[src/rtl/countdown_display.sv]
// MM.SS countdown display: sequential double-dabble BCD conversion feeding a
// 4-digit multiplexed common-anode 7-segment scanner with expiry/pause blink.
module countdown_display #(
    parameter int SCAN_DIV  = 4000,
    parameter int BLINK_DIV = 2_000_000
) (
    input  logic       clk,
    input  logic       rst_n,
    input  logic [6:0] minute,
    input  logic [5:0] second,
    input  logic       pause,
    output logic [3:0] digit_sel,
    output logic [6:0] seg,
    output logic       dp,
    output logic       expired
);

    localparam int SW = (SCAN_DIV  > 1) ? $clog2(SCAN_DIV)  : 1;
    localparam int BW = (BLINK_DIV > 1) ? $clog2(BLINK_DIV) : 1;

    typedef enum logic [1:0] {IDLE, CONV_MIN, CONV_SEC, UPDATE} state_t;

    logic [SW-1:0] r_scan_cnt;
    logic [BW-1:0] r_blink_cnt;
    logic          r_blink_ph;
    logic          w_scan_tick;
    logic          w_blink_tick;

    assign w_scan_tick  = (r_scan_cnt  == SW'(SCAN_DIV - 1));
    assign w_blink_tick = (r_blink_cnt == BW'(BLINK_DIV - 1));

    always_ff @(posedge clk or negedge rst_n) begin
        if (!rst_n) begin
            r_scan_cnt  <= '0;
            r_blink_cnt <= '0;
            r_blink_ph  <= 1'b0;
        end else begin
            r_scan_cnt  <= w_scan_tick  ? '0 : r_scan_cnt  + 1'b1;
            r_blink_cnt <= w_blink_tick ? '0 : r_blink_cnt + 1'b1;
            if (w_blink_tick)
                r_blink_ph <= ~r_blink_ph;
        end
    end

    always_ff @(posedge clk or negedge rst_n) begin
        if (!rst_n)
            expired <= 1'b0;
        else
            expired <= (minute == 7'd0) && (second == 6'd0);
    end

    // Clamp before conversion so the BCD never exceeds two decimal digits.
    logic [6:0] w_min_c;
    logic [5:0] w_sec_c;
    assign w_min_c = (minute > 7'd99) ? 7'd99 : minute;
    assign w_sec_c = (second > 6'd59) ? 6'd59 : second;

    // Shift register {tens, ones, binary}; one add-3 + shift per cycle.
    state_t      r_state;
    logic [14:0] r_sr;
    logic [2:0]  r_bit;
    logic [5:0]  r_sec_lat;
    logic [7:0]  r_min_bcd, r_sec_bcd;
    logic [7:0]  r_d_min, r_d_sec;
    logic        r_valid;
    logic [14:0] w_adj, w_shift;

    always_comb begin
        w_adj = r_sr;
        if (r_sr[14:11] >= 4'd5) w_adj[14:11] = r_sr[14:11] + 4'd3;
        if (r_sr[10:7]  >= 4'd5) w_adj[10:7]  = r_sr[10:7]  + 4'd3;
        w_shift = {w_adj[13:0], 1'b0};
    end

    always_ff @(posedge clk or negedge rst_n) begin
        if (!rst_n) begin
            r_state   <= IDLE;
            r_sr      <= '0;
            r_bit     <= '0;
            r_sec_lat <= '0;
            r_min_bcd <= '0;
            r_sec_bcd <= '0;
            r_d_min   <= '0;
            r_d_sec   <= '0;
            r_valid   <= 1'b0;
        end else begin
            case (r_state)
                IDLE: if (w_scan_tick) begin
                    r_sr      <= {8'd0, w_min_c};
                    r_sec_lat <= w_sec_c;
                    r_bit     <= '0;
                    r_state   <= CONV_MIN;
                end
                CONV_MIN: begin
                    r_sr  <= w_shift;
                    r_bit <= r_bit + 3'd1;
                    if (r_bit == 3'd6) begin
                        r_min_bcd <= w_shift[14:7];
                        r_sr      <= {8'd0, 1'b0, r_sec_lat};
                        r_bit     <= '0;
                        r_state   <= CONV_SEC;
                    end
                end
                CONV_SEC: begin
                    r_sr  <= w_shift;
                    r_bit <= r_bit + 3'd1;
                    if (r_bit == 3'd6) begin
                        r_sec_bcd <= w_shift[14:7];
                        r_bit     <= '0;
                        r_state   <= UPDATE;
                    end
                end
                default: begin
                    r_d_min <= r_min_bcd;
                    r_d_sec <= r_sec_bcd;
                    r_valid <= 1'b1;
                    r_state <= IDLE;
                end
            endcase
        end
    end

    logic [1:0] r_idx;
    logic [1:0] w_idx_nxt;
    logic [3:0] w_dig;
    logic [6:0] w_seg_raw;
    logic       w_blank_exp;
    logic [6:0] w_seg_nxt;
    logic       w_dp_nxt;

    assign w_idx_nxt   = r_idx + 2'd1;
    assign w_blank_exp = expired && r_blink_ph;

    always_comb begin
        case (w_idx_nxt)
            2'd3:    w_dig = r_d_min[7:4];
            2'd2:    w_dig = r_d_min[3:0];
            2'd1:    w_dig = r_d_sec[7:4];
            default: w_dig = r_d_sec[3:0];
        endcase
        case (w_dig)
            4'd0:    w_seg_raw = 7'h40;
            4'd1:    w_seg_raw = 7'h79;
            4'd2:    w_seg_raw = 7'h24;
            4'd3:    w_seg_raw = 7'h30;
            4'd4:    w_seg_raw = 7'h19;
            4'd5:    w_seg_raw = 7'h12;
            4'd6:    w_seg_raw = 7'h02;
            4'd7:    w_seg_raw = 7'h78;
            4'd8:    w_seg_raw = 7'h00;
            default: w_seg_raw = 7'h10;
        endcase
        w_seg_nxt = (w_blank_exp || (w_idx_nxt == 2'd3 && w_dig == 4'd0)) ? 7'h7F : w_seg_raw;
        w_dp_nxt  = !((w_idx_nxt == 2'd2) && !w_blank_exp && !(pause && r_blink_ph));
    end

    // Display stays dark until the first full conversion has landed.
    always_ff @(posedge clk or negedge rst_n) begin
        if (!rst_n) begin
            r_idx     <= '0;
            digit_sel <= 4'hF;
            seg       <= 7'h7F;
            dp        <= 1'b1;
        end else if (w_scan_tick) begin
            r_idx <= w_idx_nxt;
            if (r_valid) begin
                digit_sel <= ~(4'b0001 << w_idx_nxt);
                seg       <= w_seg_nxt;
                dp        <= w_dp_nxt;
            end else begin
                digit_sel <= 4'hF;
                seg       <= 7'h7F;
                dp        <= 1'b1;
            end
        end
    end

endmodule
[config.mk]
export PLATFORM = sky130hd
export DESIGN_NAME = countdown_display
export DESIGN_NICKNAME = d
export VERILOG_FILES = /design/src/rtl/countdown_display.sv
export SDC_FILE = /design/constraint.sdc
export NUM_CORES = 1
export LEC_CHECK = 0
export CAP_MARGIN = 10
export CELL_PAD_IN_SITES_DETAIL_PLACEMENT = 0
export CELL_PAD_IN_SITES_GLOBAL_PLACEMENT = 2
export CORE_MARGIN = 5
export CORE_UTILIZATION = 35
export DETAILED_ROUTE_END_ITERATION = 10
export PLACE_DENSITY_LB_ADDON = 0.1
export SLEW_MARGIN = 20
export SYNTH_ARGS = -nofsm -noshare
export SYNTH_HDL_FRONTEND = slang
export SYNTH_SLANG_ARGS = --single-unit
[constraint.sdc]
create_clock -name clk -period 2.7 [get_ports clk]
set_input_delay 0.81 -clock clk [delete_from_list [all_inputs] [get_ports clk]]
set_output_delay 0.81 -clock clk [all_outputs]
set_load 0.01 [all_outputs]
Word level (Yosys, flattened, before mapping). Memory sizes are Yosys's and may differ from the RTL's. Index checks and enable logic that the tools add are counted.

Reduce and logical (&&, ||, !) cells: 24. Bitwise gates (word level): 2. Add/subtract/negate cells: 6. Multiplexer cells: 21. Magnitude comparators: 4. Shift operators: 1. Equality and inequality tests: 11.

Operators by type and width (count): $pmux W15 S3 (1); $mux W15 (2); $add A21 B1 Y21 const B (1); $eq A21 B21 Y1 const B (1); $mux W21 (1); $mux W7 (3); $add A12 B1 Y12 const B (1); $eq A12 B12 Y1 const B (1); $mux W12 (1); $pmux W4 S3 (1); $reduce_and A2 Y1 (5); $mux W3 (3); $ge A4 B3 Y1 const B (2); $mux W4 (2); $gt A7 B7 Y1 const B (1); $logic_not A7 Y1 (1); $eq A2 B2 Y1 const B (3); $gt A6 B6 Y1 const B (1); $logic_and A1 B1 Y1 (6); $logic_not A6 Y1 (1); $mux W2 (3); $mux W6 (1); $ne A2 B2 Y1 const B (3); $pmux W2 S3 (1); 20 further kinds (23).

Logic and storage cells: 87. Output and inout port bits: 13. Flip-flop bits (word level): 108. Memory bits (read-only): 112. Memories: 1. Input port bits: 16.

Memories: (no name shown) (depth 16, width 7, rd ports 1, clocked after Yosys merged registers in 0, wr ports 0, RTL line 141) `case (w_dig)`.

Depth between registers and ports, before layout. Gate-level depths: netlist of the first run.

Depth in word-level cells: 8. Depth in mapped cells: 10. Gate-level depth less buffers: 9.

Worst setup path after synthesis of the first run. Ideal clock, no wire load.

Path type: register -> register. From: reg r_idx[0]. To: reg seg[1]. Cell stages (with the launch flop): 9. Data required time: 2627 ps. Library setup time: 73 ps. Setup slack: 491 ps. Path buffers: 0. Arrival: 2136 ps. Clock period less this slack: 2209 ps. Cell sequence: dfrtp_1 -> inv_1 -> ha_1 -> a222oi_1 -> mux2i_1 -> inv_1 -> ha_1 -> or3b_2 -> a21oi_1.

Cells in the longest elaborated chain, start to end: 8. Elaborated cells between the ends (all ways): 11. Those cells by class: 1 x add/sub; 3 x eq/ne; 3 x mux; 3 x reduce/logical; 1 x memory.

RTL lines: start, declared (RTL line 123) `logic [1:0] r_idx;`; start signal, assigned (RTL line 165) `r_idx <= w_idx_nxt;`; $add A2 B1 Y2 (*) (RTL line 131) `assign w_idx_nxt = r_idx + 2'd1;`; named net w_idx_nxt[0] (RTL line 124) `logic [1:0] w_idx_nxt;`; parallel branches: the longest is 5 deep, another holds $mem_v2 Z16 W7; $mux W7 (*) (RTL line 153) `w_seg_nxt = (w_blank_exp || (w_idx_nxt == 2'd3 && w_dig == 4'd0)) ? 7'h7F : w_seg_raw;`; $mux W7 (*) (RTL line 166) `if (r_valid) begin`; end signal, assigned (RTL line 168) `seg <= w_seg_nxt;`; end, declared (RTL line 13) `output logic [6:0] seg,`.

Mark *: on every way through the listed nets, which the timed path passes. A chain may end at the register's enable or synchronous reset.

Worst setup path after layout of the first run. Same ends and word-level chain as after synthesis.

==> results of run 1 <==
[registers in the layout (all words and copies together) (netlist names), 7 cells and up]
register,cells
r_blink_cnt,21
r_d_min,8
r_d_sec,8
r_min_bcd,8
r_scan_cnt,12
r_sec_bcd,8
r_sr,15
seg,7
[cell usage after synthesis (2+ instances only)]
cell type | n | share of area, %
sky130_fd_sc_hd__a211oi_1 | 2 | 0.29
sky130_fd_sc_hd__a21boi_0 | 2 | 0.29
sky130_fd_sc_hd__a21oi_1 | 16 | 1.6
sky130_fd_sc_hd__a222oi_1 | 7 | 1.4
sky130_fd_sc_hd__a22o_1 | 3 | 0.51
sky130_fd_sc_hd__a31oi_1 | 5 | 0.61
sky130_fd_sc_hd__a32oi_1 | 2 | 0.34
sky130_fd_sc_hd__and2_1 | 5 | 0.61
sky130_fd_sc_hd__and3_1 | 2 | 0.25
sky130_fd_sc_hd__and4_1 | 6 | 1.0
sky130_fd_sc_hd__buf_2 | 4 | 0.39
sky130_fd_sc_hd__clkbuf_1 | 9 | 0.66
sky130_fd_sc_hd__dfrtp_1 | 96 | 47
sky130_fd_sc_hd__dfstp_2 | 12 | 6.2
sky130_fd_sc_hd__ha_1 | 21 | 5.1
sky130_fd_sc_hd__inv_1 | 18 | 1.3
sky130_fd_sc_hd__mux2_2 | 23 | 5.1
sky130_fd_sc_hd__mux2i_1 | 5 | 0.98
sky130_fd_sc_hd__nand2_1 | 62 | 4.6
sky130_fd_sc_hd__nand2b_1 | 3 | 0.37
sky130_fd_sc_hd__nand3_1 | 17 | 1.7
sky130_fd_sc_hd__nand4_1 | 9 | 1.1
sky130_fd_sc_hd__nor2_1 | 37 | 2.7
sky130_fd_sc_hd__nor2b_1 | 4 | 0.49
sky130_fd_sc_hd__nor3_1 | 8 | 0.78
sky130_fd_sc_hd__nor4_1 | 3 | 0.37
sky130_fd_sc_hd__o211ai_1 | 4 | 0.59
sky130_fd_sc_hd__o21a_1 | 2 | 0.29
sky130_fd_sc_hd__o21ai_0 | 39 | 3.8
sky130_fd_sc_hd__o21ai_2 | 3 | 0.51
sky130_fd_sc_hd__o22ai_1 | 2 | 0.25
sky130_fd_sc_hd__o31ai_1 | 6 | 0.88
sky130_fd_sc_hd__or3_1 | 5 | 0.61
sky130_fd_sc_hd__xnor2_1 | 16 | 2.7
sky130_fd_sc_hd__xor2_1 | 10 | 1.7
[kinds of logic after synthesis]
| family | after synthesis | synth area share (%) |
|---|---|---|
| AOI/OAI and AO/OA | 96 | 12.1 |
| xor gates and xnor gates | 26 | 4.46 |
| adders and majority gates | 21 | 5.15 |
| buffers and inverters | 33 | 2.75 |
| DFF | 108 | 53.2 |
| muxes | 28 | 6.06 |
| and+or+nand+nor | 171 | 16.3 |
[layout make-up]
cell class / instances / share of cell area (%)
multi-input cells: 342 / 38.1
clock inverters: 1 / 0.0845
flip-flops and latches: 108 / 45.9
well taps: 184 / 3.89
repair buffers: 37 / 6.25
clock buffers: 15 / 4.69
inverters: 18 / 1.14
[metrics by stage]
step / area (um^2) / cells / setup slack [ps] / util [%] / hold WS [ps]
after floorplan: 5100 / 483 / 491 / - / 440
after global placement: 5640 / 689 / 301 / 39.1 / 464
after detailed placement: 5640 / 689 / 232 / 39.1 / 472
after CTS: 5920 / 705 / 220 / 41.0 / 464
after global routing: 5920 / 705 / 39.0 / 41.1 / 493
final: 5920 / 705 / 230 / 41.1 / 450
[report_power, final]
group	leakage (nW)	internal (mW)	total (mW)	switching, mW
clock network	0.140	0.703	1.27	0.563
registers	1.38	1.62	1.62	0.00140
logic	1.03	0.0296	0.0735	0.0440
total	2.55	2.35	2.96	0.608
[what timing repair did]
item / 4_1_cts / 5_1_grt
hold endpoints to repair: 0 / 0
endpoints found under the setup margin: 0 / 1
resized for setup: 0 / 1
[layer usage]
metal	global-route usage [%]	part of all wire [%]	up-vias
met5	0	0	-
met4	4.42	0.96	0
met3	2.40	2.6	8
met2	20.6	44	41
met1	19.9	52	1737
li1	-	-	1769
[how the worst min path moves through the flow]
stage | from | to | slack [ps] | cells after the start
after global routing | rst_n | r_scan_cnt[6] | 490 | 1
after detailed placement | r_min_bcd[4] | r_min_bcd[4] | 470 | 2
after floorplan | r_min_bcd[0] | r_min_bcd[0] | 440 | 2
after CTS | rst_n | r_scan_cnt[11] | 460 | 1
after global placement | r_min_bcd[3] | r_min_bcd[3] | 460 | 2
final | rst_n | r_scan_cnt[6] | 450 | 1
==> metrics.txt, run 1 <==
# TYPE chip_impl_metric gauge
chip_impl_metric{name="mappedNetlistArea",unit="mm^2"} 0.00510
chip_impl_metric{name="cts_hold_repair.buffers",unit=""} 0
chip_impl_metric{name="worst_ir_drop_vdd",unit="uV"} 260
chip_impl_metric{name="drt-pass1-iter-count",unit=""} 7
chip_impl_metric{name="routed-via-count",unit=""} 3555
chip_impl_metric{name="buf_inv_stages_crit_path",unit=""} 2
chip_impl_info{name="worstSetupStartpointType",value="flop"} 1
chip_impl_metric{name="initial_antenna_violation_count",unit=""} 0
chip_impl_metric{name="worstSetupPathDepth",unit=""} 8
chip_impl_info{name="ys_dominant_reg_cell",value="sky130_fd_sc_hd__dfrtp_1"} 1
chip_impl_info{name="crit_path_cell_trace",value="inv_1 > ha_1 > a222oi_1 > mux2i_2 > inv_1 > ha_1 > or3b_2 > a21oi_1"} 1
chip_impl_info{name="run_status",value="completed"} 1
chip_impl_metric{name="final_nets",unit=""} 553
chip_impl_info{name="path_class",value="flop to flop"} 1
chip_impl_metric{name="timing.reg2reg.setup_slack",unit="ps"} 230
chip_impl_metric{name="initial_core_util",unit="%"} 35.4
chip_impl_metric{name="num-fill-cells",unit=""} 1410
chip_impl_info{name="commonest_cells_after_routing_fill_and_taps_aside",value="96 x sky130_fd_sc_hd__dfrtp_1, 62 x sky130_fd_sc_hd__nand2_1, 39 x sky130_fd_sc_hd__o21ai_0"} 1
chip_impl_metric{name="insertion_delay",unit="ps"} 340
chip_impl_info{name="hp-class",value="input pin to asynchronous set/reset pin"} 1
chip_impl_info{name="r2r-end",value="seg[1]"} 1
chip_impl_metric{name="htree_levels",unit=""} 3
chip_impl_metric{name="clkTransAtPathRegs",unit="ps"} 70
chip_impl_info{name="critical-path-slowest-cell",value="sky130_fd_sc_hd__or3b_2"} 1
chip_impl_metric{name="cts_num_sinks",unit=""} 108
chip_impl_metric{name="report.final.slew_viol_count",unit=""} 0
chip_impl_metric{name="grt.total_usage",unit="%"} 13.6
chip_impl_metric{name="dieWidth",unit="um"} 131
chip_impl_metric{name="avgSynthCellArea",unit="um^2"} 10.6
chip_impl_metric{name="finalHoldViolCount",unit=""} 0
chip_impl_metric{name="tightestPinTransition",unit="ps"} 545
chip_impl_metric{name="syn2layout_area_growth",unit="%"} 16.1
chip_impl_metric{name="postCtsSetupBuffers",unit=""} 0
chip_impl_metric{name="port_buffers",unit=""} 28
chip_impl_metric{name="via_per_inst",unit=""} 5.04
chip_impl_info{name="setup_repair_after_global_routing_missed_its_margin",value="false"} 1
chip_impl_metric{name="largest_buffer_count_on_any_clock_path",unit=""} 2
chip_impl_info{name="tritoncts",value="done"} 1
chip_impl_metric{name="postRouteAntennaNets",unit=""} 0
chip_impl_metric{name="cp.arrival",unit="ps"} 2740
chip_impl_info{name="worst_path_dominant_cell_family",value="compound AO/OA/AOI/OAI gates"} 1
chip_impl_metric{name="routedWlPerCell",unit="um"} 15.2
chip_impl_metric{name="place.detailed.hpwl",unit="um"} 7660
chip_impl_metric{name="timing.final.crit_share",unit="%"} 91.5
chip_impl_info{name="worst_setup_path_end_kind",value="flop"} 1
chip_impl_metric{name="synth-async-reset-ratio",unit="%"} 100
chip_impl_info{name="cts-root-buf",value="sky130_fd_sc_hd__clkbuf_16"} 1
chip_impl_metric{name="worstPathRequired",unit="ps"} 2970
chip_impl_metric{name="slew-limit-headroom",unit="%"} 63.7
chip_impl_info{name="crit_path_end",value="seg[1]"} 1
chip_impl_metric{name="grt_overflow",unit=""} 0
chip_impl_metric{name="cts-buffers-inserted",unit=""} 9
chip_impl_metric{name="grt_start_max_net_pins",unit=""} 42
chip_impl_metric{name="yosys.cell_types.count",unit=""} 50
chip_impl_metric{name="maxCapViolCount",unit=""} 0
chip_impl_metric{name="drc",unit=""} 0
chip_impl_info{name="critical_path.reg2reg.startpoint",value="r_idx[0]"} 1
chip_impl_metric{name="antenna_cells_inserted",unit=""} 0
chip_impl_metric{name="die_area",unit="mm^2"} 0.0171
chip_impl_metric{name="fin_worst_skew",unit="ps"} 5.00
chip_impl_metric{name="multi_input_area",unit="mm^2"} 0.00225
chip_impl_metric{name="io_pins",unit=""} 29
chip_impl_info{name="beginning_of_the_critical_path",value="r_idx[0]"} 1
chip_impl_metric{name="core-area",unit="mm^2"} 0.0144
chip_impl_metric{name="setup_viols_final",unit=""} 0
chip_impl_metric{name="die_h",unit="um"} 131
chip_impl_metric{name="ff_latch_area",unit="mm^2"} 0.00272
chip_impl_metric{name="max_stage_delay",unit="ps"} 460
chip_impl_metric{name="placementRows",unit=""} 44
chip_impl_metric{name="number_of_synthesized_register_bits",unit=""} 108
chip_impl_metric{name="synth-seq-area-share",unit="%"} 53.2
chip_impl_metric{name="leakage",unit="nW"} 2.55
chip_impl_metric{name="detail_route.iter0.violations",unit=""} 217
chip_impl_metric{name="final_period_minus_worst_setup_slack",unit="ps"} 2470
chip_impl_metric{name="synth.yosys.warnings",unit=""} 0
chip_impl_metric{name="synth_cells",unit=""} 483
chip_impl_metric{name="post-layout-total-power",unit="mW"} 2.96
chip_impl_metric{name="tns",unit="ps"} 0
chip_impl_metric{name="drive_gt1_share",unit="%"} 13.1
chip_impl_metric{name="gp_routability_congestion",unit=""} 0.762
chip_impl_metric{name="finalWirelength",unit="um"} 10700
chip_impl_metric{name="rr_worst_depth",unit=""} 8
chip_impl_metric{name="mappedNetlistNets",unit=""} 520
chip_impl_metric{name="critPathMaxFanout",unit=""} 6
chip_impl_metric{name="edff_count_synth",unit=""} 0
chip_impl_metric{name="grt_pass1_wl",unit="um"} 18400
chip_impl_metric{name="grt_pass1_vias",unit=""} 3543
chip_impl_metric{name="max_clock_freq",unit="GHz"} 0.405
chip_impl_metric{name="power.density_cell_area",unit="mW/mm^2"} 500
chip_impl_info{name="mostFrequentLayoutCell",value="sky130_fd_sc_hd__dfrtp_1"} 1
Note: power is estimated with default switching activity, not from simulation.
==> inputs of run 2 (changes only) <==
Clock period 2.7 ns to 2.9 ns, I/O delays scaled along.
==> metrics.txt, run 2 (synthesis gave the netlist of run 1 again) <==
# TYPE chip_impl_metric gauge
chip_impl_info{name="run_status",value="completed"} 1
chip_impl_metric{name="postRouteAntennaNets",unit=""} 0
chip_impl_metric{name="grt_overflow",unit=""} 0
chip_impl_metric{name="antenna_cells_inserted",unit=""} 0
chip_impl_metric{name="grt.total_usage",unit="%"} 13.9
chip_impl_info{name="setup_repair_after_global_routing_missed_its_margin",value="false"} 1
chip_impl_metric{name="insertion_delay",unit="ps"} 340
chip_impl_metric{name="stdcell_count",unit=""} 705
chip_impl_metric{name="gp_routability_congestion",unit=""} 0.774
chip_impl_metric{name="syn2layout_area_growth",unit="%"} 15.5
chip_impl_info{name="tritoncts",value="done"} 1
chip_impl_metric{name="placementRows",unit=""} 44
chip_impl_metric{name="cp.arrival",unit="ps"} 2790
chip_impl_metric{name="drc",unit=""} 0
chip_impl_metric{name="clkTransAtPathRegs",unit="ps"} 70
chip_impl_metric{name="finalHoldViolCount",unit=""} 0
chip_impl_metric{name="postLayoutCoreUtil",unit="%"} 40.9
chip_impl_metric{name="routed-via-count",unit=""} 3535
chip_impl_info{name="crit_path_end",value="seg[1]"} 1
chip_impl_info{name="critical_path.reg2reg.startpoint",value="r_idx[0]"} 1
chip_impl_metric{name="critPathMaxFanout",unit=""} 6
chip_impl_info{name="commonest_cells_after_routing_fill_and_taps_aside",value="96 x sky130_fd_sc_hd__dfrtp_1, 62 x sky130_fd_sc_hd__nand2_1, 39 x sky130_fd_sc_hd__o21ai_0"} 1
chip_impl_metric{name="total_switching_power",unit="mW"} 0.578
chip_impl_info{name="cts-root-buf",value="sky130_fd_sc_hd__clkbuf_16"} 1
chip_impl_metric{name="final_period_minus_worst_setup_slack",unit="ps"} 2510
chip_impl_metric{name="cellInternalPower",unit="mW"} 2.15
chip_impl_info{name="hp-class",value="flop to flop"} 1
chip_impl_metric{name="rr_worst_depth",unit=""} 8
chip_impl_metric{name="post-layout-total-power",unit="mW"} 2.72
chip_impl_info{name="path_class",value="flop to flop"} 1
chip_impl_metric{name="pwr-share-seq",unit="%"} 55.4
chip_impl_metric{name="die_area",unit="mm^2"} 0.0171
chip_impl_metric{name="p_comb_share",unit="%"} 2.5
chip_impl_info{name="biggestRegsByFlops",value="r_blink_cnt x21, r_sr x15, r_scan_cnt x12"} 1
chip_impl_metric{name="place.detailed.hpwl",unit="um"} 7780
chip_impl_metric{name="net_switching_fraction_of_the_power",unit="%"} 21.2
chip_impl_metric{name="initial_core_util",unit="%"} 35.4
chip_impl_metric{name="maxCapViolCount",unit=""} 0
chip_impl_info{name="registers.top_by_ff_count",value="r_blink_cnt"} 1
chip_impl_metric{name="detail_route.iter0.violations",unit=""} 131
chip_impl_metric{name="fin_worst_skew",unit="ps"} 4.43
chip_impl_metric{name="initial_antenna_violation_count",unit=""} 0
chip_impl_metric{name="core-area",unit="mm^2"} 0.0144
chip_impl_metric{name="htree_levels",unit=""} 3
chip_impl_metric{name="pwr-share-clk",unit="%"} 42.0
chip_impl_metric{name="slew-limit-headroom",unit="%"} 56.3
chip_impl_metric{name="worstPathRequired",unit="ps"} 3170
chip_impl_metric{name="report.final.slew_viol_count",unit=""} 0
chip_impl_metric{name="grt_pass1_vias",unit=""} 3679
chip_impl_metric{name="final_nets",unit=""} 553
chip_impl_metric{name="cts_hold_repair.buffers",unit=""} 0
chip_impl_metric{name="fin_hold_ws",unit="ps"} 470
chip_impl_info{name="mostFrequentLayoutCell",value="sky130_fd_sc_hd__dfrtp_1"} 1
chip_impl_metric{name="power.density_cell_area",unit="mW/mm^2"} 462
chip_impl_metric{name="cts-resized-gates",unit=""} 0
chip_impl_metric{name="finalWirelength",unit="um"} 10700
chip_impl_info{name="worstSetupStartpointType",value="flop"} 1
chip_impl_metric{name="max_clock_freq",unit="GHz"} 0.398
chip_impl_metric{name="largest_buffer_count_on_any_clock_path",unit=""} 2
chip_impl_info{name="beginning_of_the_critical_path",value="r_idx[0]"} 1
chip_impl_metric{name="tightestPinTransition",unit="ps"} 656
chip_impl_metric{name="grt_start_max_net_pins",unit=""} 48
chip_impl_metric{name="cts-buffers-inserted",unit=""} 9
chip_impl_metric{name="largest_register_ffs",unit=""} 21
chip_impl_metric{name="placed_cells",unit=""} 689
chip_impl_metric{name="drive_gt1_share",unit="%"} 12.9
chip_impl_metric{name="grt_pass1_wl",unit="um"} 18700
chip_impl_metric{name="timing.reg2reg.setup_slack",unit="ps"} 390
chip_impl_metric{name="postCtsSetupBuffers",unit=""} 0
chip_impl_info{name="worst_setup_path_end_kind",value="flop"} 1
chip_impl_metric{name="leakage",unit="nW"} 2.54
chip_impl_metric{name="worst_ir_drop_vdd",unit="uV"} 282
chip_impl_metric{name="dieWidth",unit="um"} 131
chip_impl_metric{name="drt-pass1-iter-count",unit=""} 4
chip_impl_metric{name="setup_viols_final",unit=""} 0
chip_impl_metric{name="die_h",unit="um"} 131
chip_impl_metric{name="tns",unit="ps"} 0
chip_impl_metric{name="via_per_inst",unit=""} 5.01
chip_impl_metric{name="port_buffers",unit=""} 28
chip_impl_info{name="r2r-end",value="seg[1]"} 1
chip_impl_metric{name="cts_num_sinks",unit=""} 108
chip_impl_metric{name="io_pins",unit=""} 29
chip_impl_metric{name="routedWlPerCell",unit="um"} 15.2
chip_impl_metric{name="timing.final.crit_share",unit="%"} 86.7
==> run 2: layer usage <==
layer	vias to the layer above	part of all wire (%)	global-route usage, %	wire length (um)
met5	-	0	0	0
met4	0	1.6	5.32	170
met3	13	3.4	2.52	368
met2	44	44	21.2	4750
met1	1701	51	19.9	5440
li1	1777	-	-	-
==> run 2: how the worst min path moves through the flow <==
stage,endpoint,start,cells past startpoint
2_1_floorplan,r_min_bcd[0],r_min_bcd[0],2
3_3_place_gp,r_min_bcd[0],r_min_bcd[0],2
3_5_place_dp,r_min_bcd[0],r_min_bcd[0],2
4_1_cts,r_min_bcd[0],r_min_bcd[0],2
5_1_grt,r_sec_bcd[6],r_sec_bcd[6],2
6_report,r_min_bcd[0],r_min_bcd[0],2
==> run 2: cell type report <==
| cell class | instances | area [um^2] |
|---|---|---|
| fill | 1438 | 8530 |
| sequential | 108 | 2720 |
| multi-input combinational | 342 | 2250 |
| timing repair buffer | 37 | 358 |
| clock buffer | 13 | 250 |
| tap | 184 | 230 |
| inverter | 18 | 67.6 |
| clock inverter | 3 | 21.3 |
==> run 2: worst max-delay path: stages (launching register included) <==
cell                       delay (ps)
sky130_fd_sc_hd__dfrtp_1          420
sky130_fd_sc_hd__inv_1            130
sky130_fd_sc_hd__ha_1             300
sky130_fd_sc_hd__a222oi_1         150
sky130_fd_sc_hd__mux2i_1          360
sky130_fd_sc_hd__inv_1            150
sky130_fd_sc_hd__ha_1             320
sky130_fd_sc_hd__or3b_2           460
sky130_fd_sc_hd__a21oi_1          150
==> run 2: power by group through the flow <==
stage | combinational [mW] | clock [mW] | sequential (mW)
floorplan | 0.00889 | 0 | 1.54
global placement | 0.0726 | 0 | 1.54
detailed placement | 0.0730 | 0 | 1.54
CTS | 0.0730 | 1.20 | 1.51
global route | 0.0815 | 1.25 | 1.51
finish | 0.0690 | 1.14 | 1.51
==> run 2: stage by stage <==
step | instance area (um^2) | worst slack (ps)
after global routing | 5900 | 231
after CTS | 5900 | 389
after detailed placement | 5620 | 406
after global placement | 5620 | 516
final | 5900 | 387
after floorplan | 5100 | 691
==> inputs of run 3 (changes only) <==
Settings changed: SLEW_MARGIN 20 to unset.
==> results of run 3 <==
The final DEF is identical to that of run 2; final timing and power are the same.
